[src/rtl/tt_pkg.sv]
// Shared types and constants for the truth-table sweep/capture block.
// Latency: n/a (declarations only).
// Backpressure: n/a.
package tt_pkg;

    localparam int N_VARS_DEF = 7;
    localparam int TT_W       = 2 ** N_VARS_DEF;

    typedef enum logic [1:0] {
        IDLE  = 2'd0,
        ISSUE = 2'd1,
        DRAIN = 2'd2,
        DONE  = 2'd3
    } state_t;

    // Ones-count needs one bit more than the index so an all-ones table fits.
    function automatic int ones_w(input int n_vars);
        return n_vars + 1;
    endfunction

endpackage

[src/rtl/tt_sweep_capture_if.sv]
// Function-block drive/sample signals plus the truth-table result port.
// Latency: n/a (wiring only).
// Backpressure: tt_valid is held by the master until tt_ready is seen.
interface tt_sweep_capture_if #(
    parameter int N_VARS = 7
);
    localparam int TBL_W = 2 ** N_VARS;

    logic [N_VARS-1:0]                  x_drive;
    logic                               x_vld;
    logic                               f_in;
    logic [TBL_W-1:0]                   tt;
    logic [tt_pkg::ones_w(N_VARS)-1:0]  tt_ones;
    logic                               tt_valid;
    logic                               tt_ready;

    modport master (
        output x_drive, x_vld, tt, tt_ones, tt_valid,
        input  f_in, tt_ready
    );

    modport slave (
        input  x_drive, x_vld, tt, tt_ones, tt_valid,
        output f_in, tt_ready
    );

endinterface

[src/rtl/tt_lat_pipe.sv]
// Tracks each issued vector (valid + index) across the function block's latency.
// Latency: EVAL_LAT cycles; combinational pass-through when EVAL_LAT = 0.
// Backpressure: none; the sweep never stalls, so the line shifts every cycle.
module tt_lat_pipe #(
    parameter int N_VARS   = 7,
    parameter int EVAL_LAT = 0
) (
    input  logic              clk,
    input  logic              rst,
    input  logic              in_vld,
    input  logic [N_VARS-1:0] in_idx,
    output logic              out_vld,
    output logic [N_VARS-1:0] out_idx
);

    generate
        if (EVAL_LAT == 0) begin : g_pass
            logic unused_clk_rst;
            assign unused_clk_rst = clk ^ rst;
            assign out_vld = in_vld;
            assign out_idx = in_idx;
        end else begin : g_pipe
            logic [EVAL_LAT-1:0] vld_sr;
            logic [N_VARS-1:0]   idx_sr [EVAL_LAT];

            // Shift valid and index together so the capture side knows which bit f_in belongs to.
            always_ff @(posedge clk) begin
                if (rst) begin
                    vld_sr <= '0;
                    for (int i = 0; i < EVAL_LAT; i++) begin
                        idx_sr[i] <= '0;
                    end
                end else begin
                    vld_sr[0] <= in_vld;
                    idx_sr[0] <= in_idx;
                    for (int i = 1; i < EVAL_LAT; i++) begin
                        vld_sr[i] <= vld_sr[i-1];
                        idx_sr[i] <= idx_sr[i-1];
                    end
                end
            end

            assign out_vld = vld_sr[EVAL_LAT-1];
            assign out_idx = idx_sr[EVAL_LAT-1];
        end
    endgenerate

endmodule

[src/rtl/tt_sweep_capture.sv]
// Sweeps all 2^N_VARS input vectors into a function block and captures its truth table + ones-count.
// Latency: tt_valid first high 2^N_VARS + EVAL_LAT + 1 cycles after start is sampled.
// Backpressure: result held in DONE until tt_ready; start ignored unless IDLE.
module tt_sweep_capture
    import tt_pkg::*;
#(
    parameter int N_VARS   = N_VARS_DEF,
    parameter int EVAL_LAT = 0
) (
    input  logic               clk,
    input  logic               rst,
    input  logic               start,
    output logic               busy,
    tt_sweep_capture_if.master bus
);

    localparam int TBL_W  = 2 ** N_VARS;
    localparam int ONES_W = ones_w(N_VARS);
    localparam int DRN_W  = (EVAL_LAT > 1) ? $clog2(EVAL_LAT) : 1;

    localparam logic [N_VARS-1:0] LAST_IDX = N_VARS'(TBL_W - 1);
    localparam logic [DRN_W-1:0]  DRN_LAST = DRN_W'((EVAL_LAT > 0) ? EVAL_LAT - 1 : 0);

    state_t             state;
    state_t             state_nxt;
    logic [N_VARS-1:0]  issue_cnt;
    logic [DRN_W-1:0]   drain_cnt;
    logic [TBL_W-1:0]   tt_q;
    logic [ONES_W-1:0]  ones_q;
    logic               start_acc;
    logic               issue_last;
    logic               x_vld;
    logic               cap_vld;
    logic [N_VARS-1:0]  cap_idx;

    // State register.
    always_ff @(posedge clk) begin
        if (rst) begin
            state <= IDLE;
        end else begin
            state <= state_nxt;
        end
    end

    // Next-state logic; start is only honoured in IDLE, so DONE-cycle starts are dropped.
    always_comb begin
        state_nxt  = state;
        start_acc  = 1'b0;
        issue_last = 1'b0;
        case (state)
            IDLE: begin
                if (start) begin
                    state_nxt = ISSUE;
                    start_acc = 1'b1;
                end
            end
            ISSUE: begin
                if (issue_cnt == LAST_IDX) begin
                    issue_last = 1'b1;
                    state_nxt  = (EVAL_LAT > 0) ? DRAIN : DONE;
                end
            end
            DRAIN: begin
                if (drain_cnt == DRN_LAST) begin
                    state_nxt = DONE;
                end
            end
            DONE: begin
                if (bus.tt_ready) begin
                    state_nxt = IDLE;
                end
            end
            default: state_nxt = IDLE;
        endcase
    end

    // Issue counter doubles as x_drive; it stops at the last index and holds through DRAIN.
    always_ff @(posedge clk) begin
        if (rst) begin
            issue_cnt <= '0;
        end else if (start_acc) begin
            issue_cnt <= '0;
        end else if ((state == ISSUE) && !issue_last) begin
            issue_cnt <= issue_cnt + N_VARS'(1);
        end
    end

    // Drain counter runs only in DRAIN, giving exactly EVAL_LAT cycles for in-flight results.
    always_ff @(posedge clk) begin
        if (rst) begin
            drain_cnt <= '0;
        end else if (state != DRAIN) begin
            drain_cnt <= '0;
        end else begin
            drain_cnt <= drain_cnt + DRN_W'(1);
        end
    end

    assign x_vld = (state == ISSUE);

    tt_lat_pipe #(
        .N_VARS   (N_VARS),
        .EVAL_LAT (EVAL_LAT)
    ) u_lat_pipe (
        .clk     (clk),
        .rst     (rst),
        .in_vld  (x_vld),
        .in_idx  (issue_cnt),
        .out_vld (cap_vld),
        .out_idx (cap_idx)
    );

    // Table/ones accumulation; cleared as a new sweep is accepted, otherwise held after DONE.
    always_ff @(posedge clk) begin
        if (rst) begin
            tt_q   <= '0;
            ones_q <= '0;
        end else if (start_acc) begin
            tt_q   <= '0;
            ones_q <= '0;
        end else if (cap_vld) begin
            tt_q[cap_idx] <= bus.f_in;
            ones_q        <= ones_q + ONES_W'(bus.f_in);
        end
    end

    assign bus.x_drive  = issue_cnt;
    assign bus.x_vld    = x_vld;
    assign bus.tt       = tt_q;
    assign bus.tt_ones  = ones_q;
    assign bus.tt_valid = (state == DONE);
    assign busy         = (state == ISSUE) || (state == DRAIN);

endmodule

[src/flat_wrapper.sv]
// flat-port wrapper written by rule: the top's interface ports become plain ports
module tt_sweep_capture_flat import tt_pkg::*;
#(
    parameter int N_VARS   = N_VARS_DEF,
    parameter int EVAL_LAT = 0
)
  (clk, rst, start, busy, bus_x_drive, bus_x_vld, bus_tt, bus_tt_ones, bus_tt_valid, bus_f_in, bus_tt_ready);
  tt_sweep_capture_if #(.N_VARS(N_VARS)) bus_i ();
  input  logic clk;
  input  logic rst;
  input  logic start;
  output logic busy;
  output wire logic [$bits(bus_i.x_drive)-1:0] bus_x_drive;
  output wire logic [$bits(bus_i.x_vld)-1:0] bus_x_vld;
  output wire logic [$bits(bus_i.tt)-1:0] bus_tt;
  output wire logic [$bits(bus_i.tt_ones)-1:0] bus_tt_ones;
  output wire logic [$bits(bus_i.tt_valid)-1:0] bus_tt_valid;
  input wire logic [$bits(bus_i.f_in)-1:0] bus_f_in;
  input wire logic [$bits(bus_i.tt_ready)-1:0] bus_tt_ready;
  assign bus_x_drive = bus_i.x_drive;
  assign bus_x_vld = bus_i.x_vld;
  assign bus_tt = bus_i.tt;
  assign bus_tt_ones = bus_i.tt_ones;
  assign bus_tt_valid = bus_i.tt_valid;
  assign bus_i.f_in = bus_f_in;
  assign bus_i.tt_ready = bus_tt_ready;
  tt_sweep_capture #(.N_VARS(N_VARS), .EVAL_LAT(EVAL_LAT)) u_core (.clk(clk), .rst(rst), .start(start), .busy(busy), .bus(bus_i));
endmodule
[config.mk]
export PLATFORM = sky130hd
export DESIGN_NAME = tt_sweep_capture_flat
export DESIGN_NICKNAME = d
export VERILOG_FILES = /design/src/rtl/tt_pkg.sv /design/src/rtl/tt_sweep_capture_if.sv /design/src/rtl/tt_lat_pipe.sv /design/src/rtl/tt_sweep_capture.sv /design/src/flat_wrapper.sv
export SDC_FILE = /design/constraint.sdc
export NUM_CORES = 1
export LEC_CHECK = 0
export ABC_AREA = 0
export CAP_MARGIN = 10
export CORE_ASPECT_RATIO = 0.75
export CORE_MARGIN = 2
export CORE_UTILIZATION = 53
export DETAILED_ROUTE_END_ITERATION = 7
export PLACE_DENSITY = 0.85
export SLEW_MARGIN = 15
export SYNTH_ARGS = -nofsm -noshare
export SYNTH_HDL_FRONTEND = slang
export SYNTH_SLANG_ARGS = --single-unit
[constraint.sdc]
create_clock -name clk -period 5.6 [get_ports clk]
set_clock_uncertainty 0.1 [all_clocks]
set_input_delay 1.12 -clock clk [delete_from_list [all_inputs] [get_ports clk]]
set_output_delay 1.12 -clock clk [all_outputs]
set_load 0.02 [all_outputs]
# Word-level counts from Yosys, hierarchy flattened
# Cells that the tools add are included.
[word_totals]
inputBits = 5
wordCells = 39
reg_bits = 146
[op_classes]
n_eq_ne = 9
muxes = 12
n_reduce_logical = 8
n_addsub = 3
n_lt_le_gt_ge = 2
[op_table]
columns = ["operator", "count"]
rows = [
  ["$bwmux W128", 1],
  ["$add A8 B1 Y8", 1],
  ["$lt A7 B8 Y1 const B", 1],
  ["$mux W2", 4],
  ["$pmux W2 S4", 1],
  ["$add A7 B1 Y7 const B", 1],
  ["$demux W1 S7", 1],
  ["$eq A7 B7 Y1 const B", 1],
  ["$ge A7 B1 Y1 const B", 1],
  ["$ne A2 B2 Y1 const B", 3],
  ["$mux W1", 5],
  ["$eq A2 B2 Y1 const B", 2],
  ["$ne A2 B1 Y1 const B", 2],
  ["$reduce_and A4 Y1", 1],
  ["$reduce_or A2 Y1", 2],
  ["$eq A2 B1 Y1 const B", 1],
  ["$logic_and A1 B1 Y1", 2],
  ["$logic_not A2 Y1", 1],
  ["$add A1 B1 Y1 const B", 1],
  ["$logic_not A1 Y1", 1],
  ["$logic_or A1 B1 Y1", 1],
]

# Longest topological paths before layout
# Gate-level depths: netlist of run 1.
[logic_depth]
depth_word = 5
ltp_mapped = 9
depth_no_buf = 6

# Cells and area by module
# Synthesis of run 1 repeated with hierarchy kept, for this count alone.
[unflattened]
cells_unflattened = 724
hier_area_um2 = 6144.6
[modules_own_cells]
columns = ["mod", "n_inst", "seq_area_each_um2", "cells_per_inst", "area_per_inst_um2"]
rows = [
  ["tt_sweep_capture", 1, 2922.8, 716, 6084.6],
  ["tt_lat_pipe", 1, 0.0, 8, 60.1],
]

# Worst setup path after synthesis of run 1
# Ideal clock, no wire load.
[synth_path]
path_type = "input to register"
startpoint = "in bus_f_in"
endpoint = "reg u_core.ones_q[6], in the netlist u_core.bus.tt_ones[6]"
path_slack_ps = 3368
cell_stages = 5
arrival_time_ps = 2061
required_time_ps = 5430
cell_sequence = "ha_1 -> ha_1 -> nand4_1 -> or3_1 -> a21oi_1"
[synth_between]
elab_chain_cells = 1
[synth_rtl]
columns = ["item", "line", "text"]
rows = [
  ["start, declared", "flat_wrapper.sv:18", "input wire logic [$bits(bus_i.f_in)-1:0] bus_f_in;"],
  ["$add A8 B1 Y8", "tt_sweep_capture.sv:123", "ones_q <= ones_q + ONES_W'(bus.f_in);"],
  ["end signal, assigned", "tt_sweep_capture.sv:123", ""],
  ["end, declared", "tt_sweep_capture.sv:29", "logic [ONES_W-1:0] ones_q;"],
]
# Every way passes these cells.
# A chain may end at the register's enable or synchronous reset.

# Final worst setup path of run 1
[layout_path]
startpoint = "reg u_core.state[1]"
endpoint = "out bus_x_vld"
[layout_between]
elab_chain_cells = 1
[layout_rtl]
columns = ["item", "line", "text"]
rows = [
  ["start, declared", "tt_sweep_capture.sv:24", "state_t state;"],
  ["start signal, assigned", "tt_sweep_capture.sv:41", "state <= state_nxt;"],
  ["$eq A2 B1 Y1", "tt_sweep_capture.sv:99", "assign x_vld = (state == ISSUE);"],
  ["end, declared", "flat_wrapper.sv:14", "output wire logic [$bits(bus_i.x_vld)-1:0] bus_x_vld;"],
]
# Every way passes these cells.

==> run metrics, run 1 <==
status complete, no violations; Post-Layout Cell Count 976; Final Cycle Share 59.8%; Vias/cell 6.45; H-tree depth 4; RSZ-0062 raised after global routing false; cell taking the most area after synthesis dfxtp_1; Final Hold Violating Endpoints 0; post-synthesis cell type count 40; Root Buffer clkbuf_16; CTS tree done; Synth Instances 716; share of total power in the clock network 45.5%; share of layout cells above drive strength 1 4.78%; Synth-to-Final Area Change 34.3%; starting density of the core 54.5%; Net Switching 679 uW; Post-synth EDFFs 0; area share of the largest cell type after synthesis 49.0%; initial antenna violation count 0; worst-path fanout max 18; power per standard cell area 321 nW/um2; sequential share of the synthesized area 49.0%; Hold Path End u_core.drain_cnt$_SDFF_PP0_; # rows 33; MaxCap Viol Count 0; Tmin final 3.35 ns; WHS Path Cells 1; setup TNS 0 ns; die area 12100 um2; syn_area_per_cell 8.33 um2; Hold-fix buffers, CTS 0; CP startpoint kind flip-flop; R2R Setup Slk 2.59 ns; r2r startpoint u_core.state[1]$_SDFFE_PP0P_; final count of pins violating max slew 0; total CTS buffers 17; DR WL/cell 20.1 um; worst hold start u_core.drain_cnt$_SDFF_PP0_; diodes inserted 0; CP required 4.38 ns; num ports 151; worst-case clock buffer depth 2; Switching Fraction 26.4%; Combinational Power Share 12.6%; total leakage power 0.00250 uW; Layout Nets 837; global-route wire length before repair 30700 um; Via Count 6299; Synth Net Count 728; top cells by area, synth dfxtp_1 49%, nand3_1 10%, o21ai_0 9.8%; clock-pin transition on the worst setup and hold timing paths 0.06 ns; largest net degree at the start of global routing 126; TritonCTS Sinks 146; Die Ht 95.9 um; Final Setup Violations 0; vias in the first global route 5848; Overflow after GRT 0; clk_lat worst skew 0.41 ns; Pint 1890 uW; Post-CTS Repair Setup Buffers 0; Worst setup EP type output port; Core Util, Final 73.2%; Worst Setup Path Type flip-flop to output port; cell total after placement 945; top_reg_cell synth dfxtp_1; port buffer count 150; post-synthesis async set-or-reset flop share 0%; Worst Tran Pin Value 1.09 ns; r2r endpoint u_core.bus.tt[78]$_SDFFE_PP0P_; 1st-iter DRT viols 991; core area 10900 um2; critical path arrival 2.13 ns; DRC Markers 0; Flop pwr share 41.9%; slew margin rel. 26.6%; warnings from Yosys 0; FF+latch count, synth 146; Tightest Hold Check Type flip-flop to flip-flop; aggregate routed wire length 19600 um; GRT Total Usage 32.1%; total power 2570 uW; synthesized cell area 5960 um2; Highest Clock Rate 299 MHz; R2R cell count 6; post-DP HPWL 12100 um; Die W 126 um; cts repair resizes 0; antenna viol nets, final 0; first-pass iteration count of the detailed router 6; worst vdd ir 0.229 mV; placer congestion estimate 0.831
worst max path at each step:
| stage | startpoint | depth (start not counted) | end | slack [ns] |
|---|---|---|---|---|
| floorplan | bus_f_in | 5 | u_core.bus.tt_ones[6]$_SDFFE_PP0P_ | 3.37 |
| global placement | rst | 4 | u_core.bus.tt[95]$_SDFFE_PP0P_ | 2.33 |
| detailed placement | rst | 4 | u_core.bus.tt[94]$_SDFFE_PP0P_ | 2.19 |
| CTS | u_core.state[1]$_SDFFE_PP0P_ | 3 | bus_x_vld | 2.26 |
| global route | u_core.state[1]$_SDFFE_PP0P_ | 3 | bus_x_vld | 2.16 |
| finish | u_core.state[1]$_SDFFE_PP0P_ | 3 | bus_x_vld | 2.25 |
worst max-delay path, cell delays in order, from the launching register on:
cell	delay, ns
dfxtp_1	0.34
inv_1	0.09
ha_1	0.57
clkdlybuf4s50_1	0.72
logic make-up after synthesis:
| logic type | share of synthesized area, % |
|---|---|
| mux | 0.860 |
| buf+inv | 4.89 |
| simple gates | 18.3 |
| flops | 49.0 |
| xor+xnor | 1.03 |
| compound gates | 24.4 |
| fa+ha+maj | 1.47 |
layout make-up:
| type | instances | area [um2] |
|---|---|---|
| Sequential cell | 146 | 2920 |
| Fill cell | 771 | 2930 |
| Timing Repair Buffer | 152 | 1530 |
| Multi-Input combinational cell | 504 | 2760 |
| Clock buffer | 20 | 447 |
| Clock inverter | 10 | 160 |
| Inverter | 4 | 15.0 |
| Tap cell | 140 | 175 |
layer usage:
metal / vias to the layer above / wire length (um) / GRT usage [%]
met5: - / 0 / 0
met4: 0 / 519 / 14.0
met3: 57 / 2170 / 7.45
met2: 451 / 9050 / 51.3
met1: 2989 / 7910 / 42.1
li1: 2802 / - / -
registers in the layout, summed over array words and instances, names as in the netlist:
name and flops:
u_core.bus.tt 128, u_core.bus.tt_ones 8, u_core.bus.x_drive 7, u_core.state 2
u_core.drain_cnt 1
stage by stage:
stage	setup slack [ns]	instance area (um2)	hold WS, ns
2_1_floorplan	3.37	5960	0.295
3_3_place_gp	2.33	7380	0.310
3_5_place_dp	2.19	7380	0.315
4_1_cts	2.26	7980	0.322
5_1_grt	2.16	8010	0.340
6_report	2.25	8010	0.329
cell usage in the layout (no fill, tap or decap), types with 3 or more instances in the layout:
cell / count
a21oi_1: 114
a31oi_1: 3
bufinv_16: 4
clkbuf_16: 17
clkdlybuf4s50_1: 149
clkinv_2: 3
dfxtp_1: 146
ha_1: 7
inv_1: 4
mux2i_1: 4
nand2_1: 20
nand2b_1: 9
nand3_1: 124
nand4_1: 4
nor2_1: 24
nor2_2: 4
nor2b_1: 7
nor3_1: 7
o211ai_1: 16
o21ai_0: 117
o31ai_1: 16
xor2_1: 6
cell usage after synthesis, drive strengths merged, types with 2 or more instances:
master  number
xor2         6
buf         26
nand3b       2
nand2       20
o31ai       16
inv          4
nand2b       9
o211ai      16
and2         2
o21ai      118
or3          2
mux2i        4
nand4        4
nand3      124
nor2        30
dfxtp      146
nor3         7
ha           7
clkbuf      36
a21oi      115
nor2b        7
a31oi        3
power by group through the flow:
stage,Combinational (uW),Clock [uW],Sequential (uW)
final,323,1170,1080
after global routing,342,1220,1080
after CTS,304,1170,1080
after detailed placement,304,0,1100
after global placement,292,0,1100
after floorplan,226,0,1100
Power figures use the tool's default switching activity.
==> run 2: changes to the inputs <==
--- a/config.mk
+++ b/config.mk
@@ -9,9 +9,9 @@
 export CAP_MARGIN = 10
 export CORE_ASPECT_RATIO = 0.75
 export CORE_MARGIN = 2
-export CORE_UTILIZATION = 53
+export CORE_UTILIZATION = 49
 export DETAILED_ROUTE_END_ITERATION = 7
-export PLACE_DENSITY = 0.85
+export PLACE_DENSITY = 0.8
 export SLEW_MARGIN = 15
 export SYNTH_ARGS = -nofsm -noshare
 export SYNTH_HDL_FRONTEND = slang
==> constraint.sdc (replaced) <==
create_clock -name clk -period 3.4 [get_ports clk]
set_clock_uncertainty 0.1 [all_clocks]
set_input_delay 0.68 -clock clk [delete_from_list [all_inputs] [get_ports clk]]
set_output_delay 0.68 -clock clk [all_outputs]
set_load 0.02 [all_outputs]
==> run 2 against run 1 <==
Sequential share of layout area shrank 0.34 points. Non-clock buffer count grew 5. Core utilization shrank 4.3 points. Combinational power grew 71%. Wire length increased by 5.1%. Cell count grew 3.0%. Critical endpoint unchanged. Largest power group unchanged.
==> run metrics, run 2 (synthesis results as in run 1) <==
status complete, no violations; Hold-fix buffers, CTS 0 (unchanged); Highest Clock Rate 340 MHz; RSZ-0062 raised after global routing false; total CTS buffers 17 (unchanged); DRC Markers 0 (unchanged); Worst Tran Pin Value 1.09 ns (+0.00105 ns); r2r endpoint u_core.bus.tt[11]$_SDFFE_PP0P_; H-tree depth 4 (unchanged); Core Util, Final 68.9% (-4.3 points); Vias/cell 6.34 (-1.7%); final count of pins violating max slew 0 (unchanged); antenna viol nets, final 0 (unchanged); clock-pin transition on the worst setup and hold timing paths 0.06 ns (about the same); Final Hold Violating Endpoints 0 (unchanged); CP startpoint kind flip-flop; total power 4300 uW (+67%); worst-case clock buffer depth 2 (unchanged); TritonCTS Sinks 146 (unchanged); Hold Path End u_core.drain_cnt$_SDFF_PP0_; R2R cell count 6 (unchanged); Die Ht 99.5 um (+3.8%); port buffer count 150 (unchanged); setup TNS 0 ns (unchanged); Final Cycle Share 86.5%; clk_lat worst skew 0.42 ns (about the same); share of layout cells above drive strength 1 5.58% (+0.79 points); total leakage power 0.00252 uW (+1.1%); worst hold start u_core.drain_cnt$_SDFF_PP0_; first-pass iteration count of the detailed router 6 (unchanged); Synth-to-Final Area Change 35.6%; WHS Path Cells 1 (unchanged); DR WL/cell 20.6 um (+2.1%); MaxCap Viol Count 0 (unchanged); worst vdd ir 0.329 mV (+44%); worst-path fanout max 18 (unchanged); power per standard cell area 531 nW/um2 (+65%); Die W 131 um (+3.9%); num ports 151 (unchanged); max FFs per register 128 (unchanged); cell total after placement 973 (+3.0%); core area 11700 um2 (+7.3%); Post-Layout Cell Count 1005 (+3.0%); initial antenna violation count 0 (unchanged); Tightest Hold Check Type flip-flop to flip-flop; Tmin final 2.94 ns; Worst setup EP type output port; Via Count 6373 (+1.2%); die area 13100 um2 (+7.9%); slew margin rel. 26.6% (-0.070 points); critical path arrival 2.16 ns (+0.03 ns); Worst Setup Path Type flip-flop to output port; Final Setup Violations 0 (unchanged); placer congestion estimate 0.833 (+0.20%); Layout Nets 842 (+0.60%); starting density of the core 50.8% (-3.7 points); most frequent cells in the layout 149 x clkdlybuf4s50_1, 146 x dfxtp_1, 124 x nand3_1; commonest non-fill, non-tap cell in the layout clkdlybuf4s50_1; Overflow after GRT 0 (unchanged); global-route wire length before repair 31800 um (+3.7%); worst setup margin 0.460 ns (-1.79 ns); # rows 34 (+3.0%); vias in the first global route 6007 (+2.7%); Post-CTS Repair Setup Buffers 0 (unchanged); R2R Setup Slk 0.77 ns (-1.82 ns); diodes inserted 0 (unchanged); 1st-iter DRT viols 847 (-15%); Setup WS pre-CTS 0.831 ns (-1.35 ns); GRT Total Usage 31.1% (-1.0 points); r2r startpoint u_core.state[1]$_SDFFE_PP0P_; post-DP HPWL 13100 um (+7.9%); largest net degree at the start of global routing 71 (-44%); aggregate routed wire length 20700 um (+5.1%); cts repair resizes 0 (unchanged); CP required 2.62 ns (-1.76 ns); CTS tree done; Root Buffer clkbuf_16
==> run 2: critical path, stage by stage (launching register included) <==
cell and delay, ns:
dfxtp_1 0.33, inv_1 0.10, ha_1 0.58, clkdlybuf4s50_1 0.73
==> run 2: how the worst max path moves through the flow <==
stage	startpoint	to	slack (ns)	cells past startpoint
after floorplan	u_core.state[1]$_SDFFE_PP0P_	u_core.bus.tt[82]$_SDFFE_PP0P_	1.35	8
after global placement	rst	u_core.bus.tt_ones[7]$_SDFFE_PP0P_	1.00	4
after detailed placement	rst	u_core.bus.tt[89]$_SDFFE_PP0P_	0.83	5
after CTS	u_core.state[1]$_SDFFE_PP0P_	bus_x_vld	0.48	3
after global routing	u_core.state[1]$_SDFFE_PP0P_	bus_x_vld	0.39	3
final	u_core.state[1]$_SDFFE_PP0P_	bus_x_vld	0.46	3
==> run 2: report_power, final <==
group	internal, uW	total, uW	switching [uW]
Combinational	152	553	401
Sequential	1730	1770	38.8
Clock	1250	1970	719
Total	3140	4300	1160
==> run 2: layout make-up <==
cell class                 instances  area (um2)
clock inverter                     8         124
clock buffer                      24         502
inverter                           4        15.0
fill                             903        3650
sequential                       146        2920
tap                              162         203
multi-input combinational        504        2760
timing repair buffer             157        1560
==> run 2: metrics by stage <==
stage | cell area [um2] | hold WS, ns
after global routing | 8090 | 0.337
after floorplan | 5960 | 0.295
after CTS | 8090 | 0.323
after global placement | 7460 | 0.307
after detailed placement | 7460 | 0.315
final | 8090 | 0.322
==> run 2: routing by layer <==
metal,global-route usage [%],vias up,wire (um)
li1,-,2820,-
met1,39.0,3009,8110
met2,50.9,463,9480
met3,7.95,81,2370
met4,14.2,0,703
met5,0,-,0
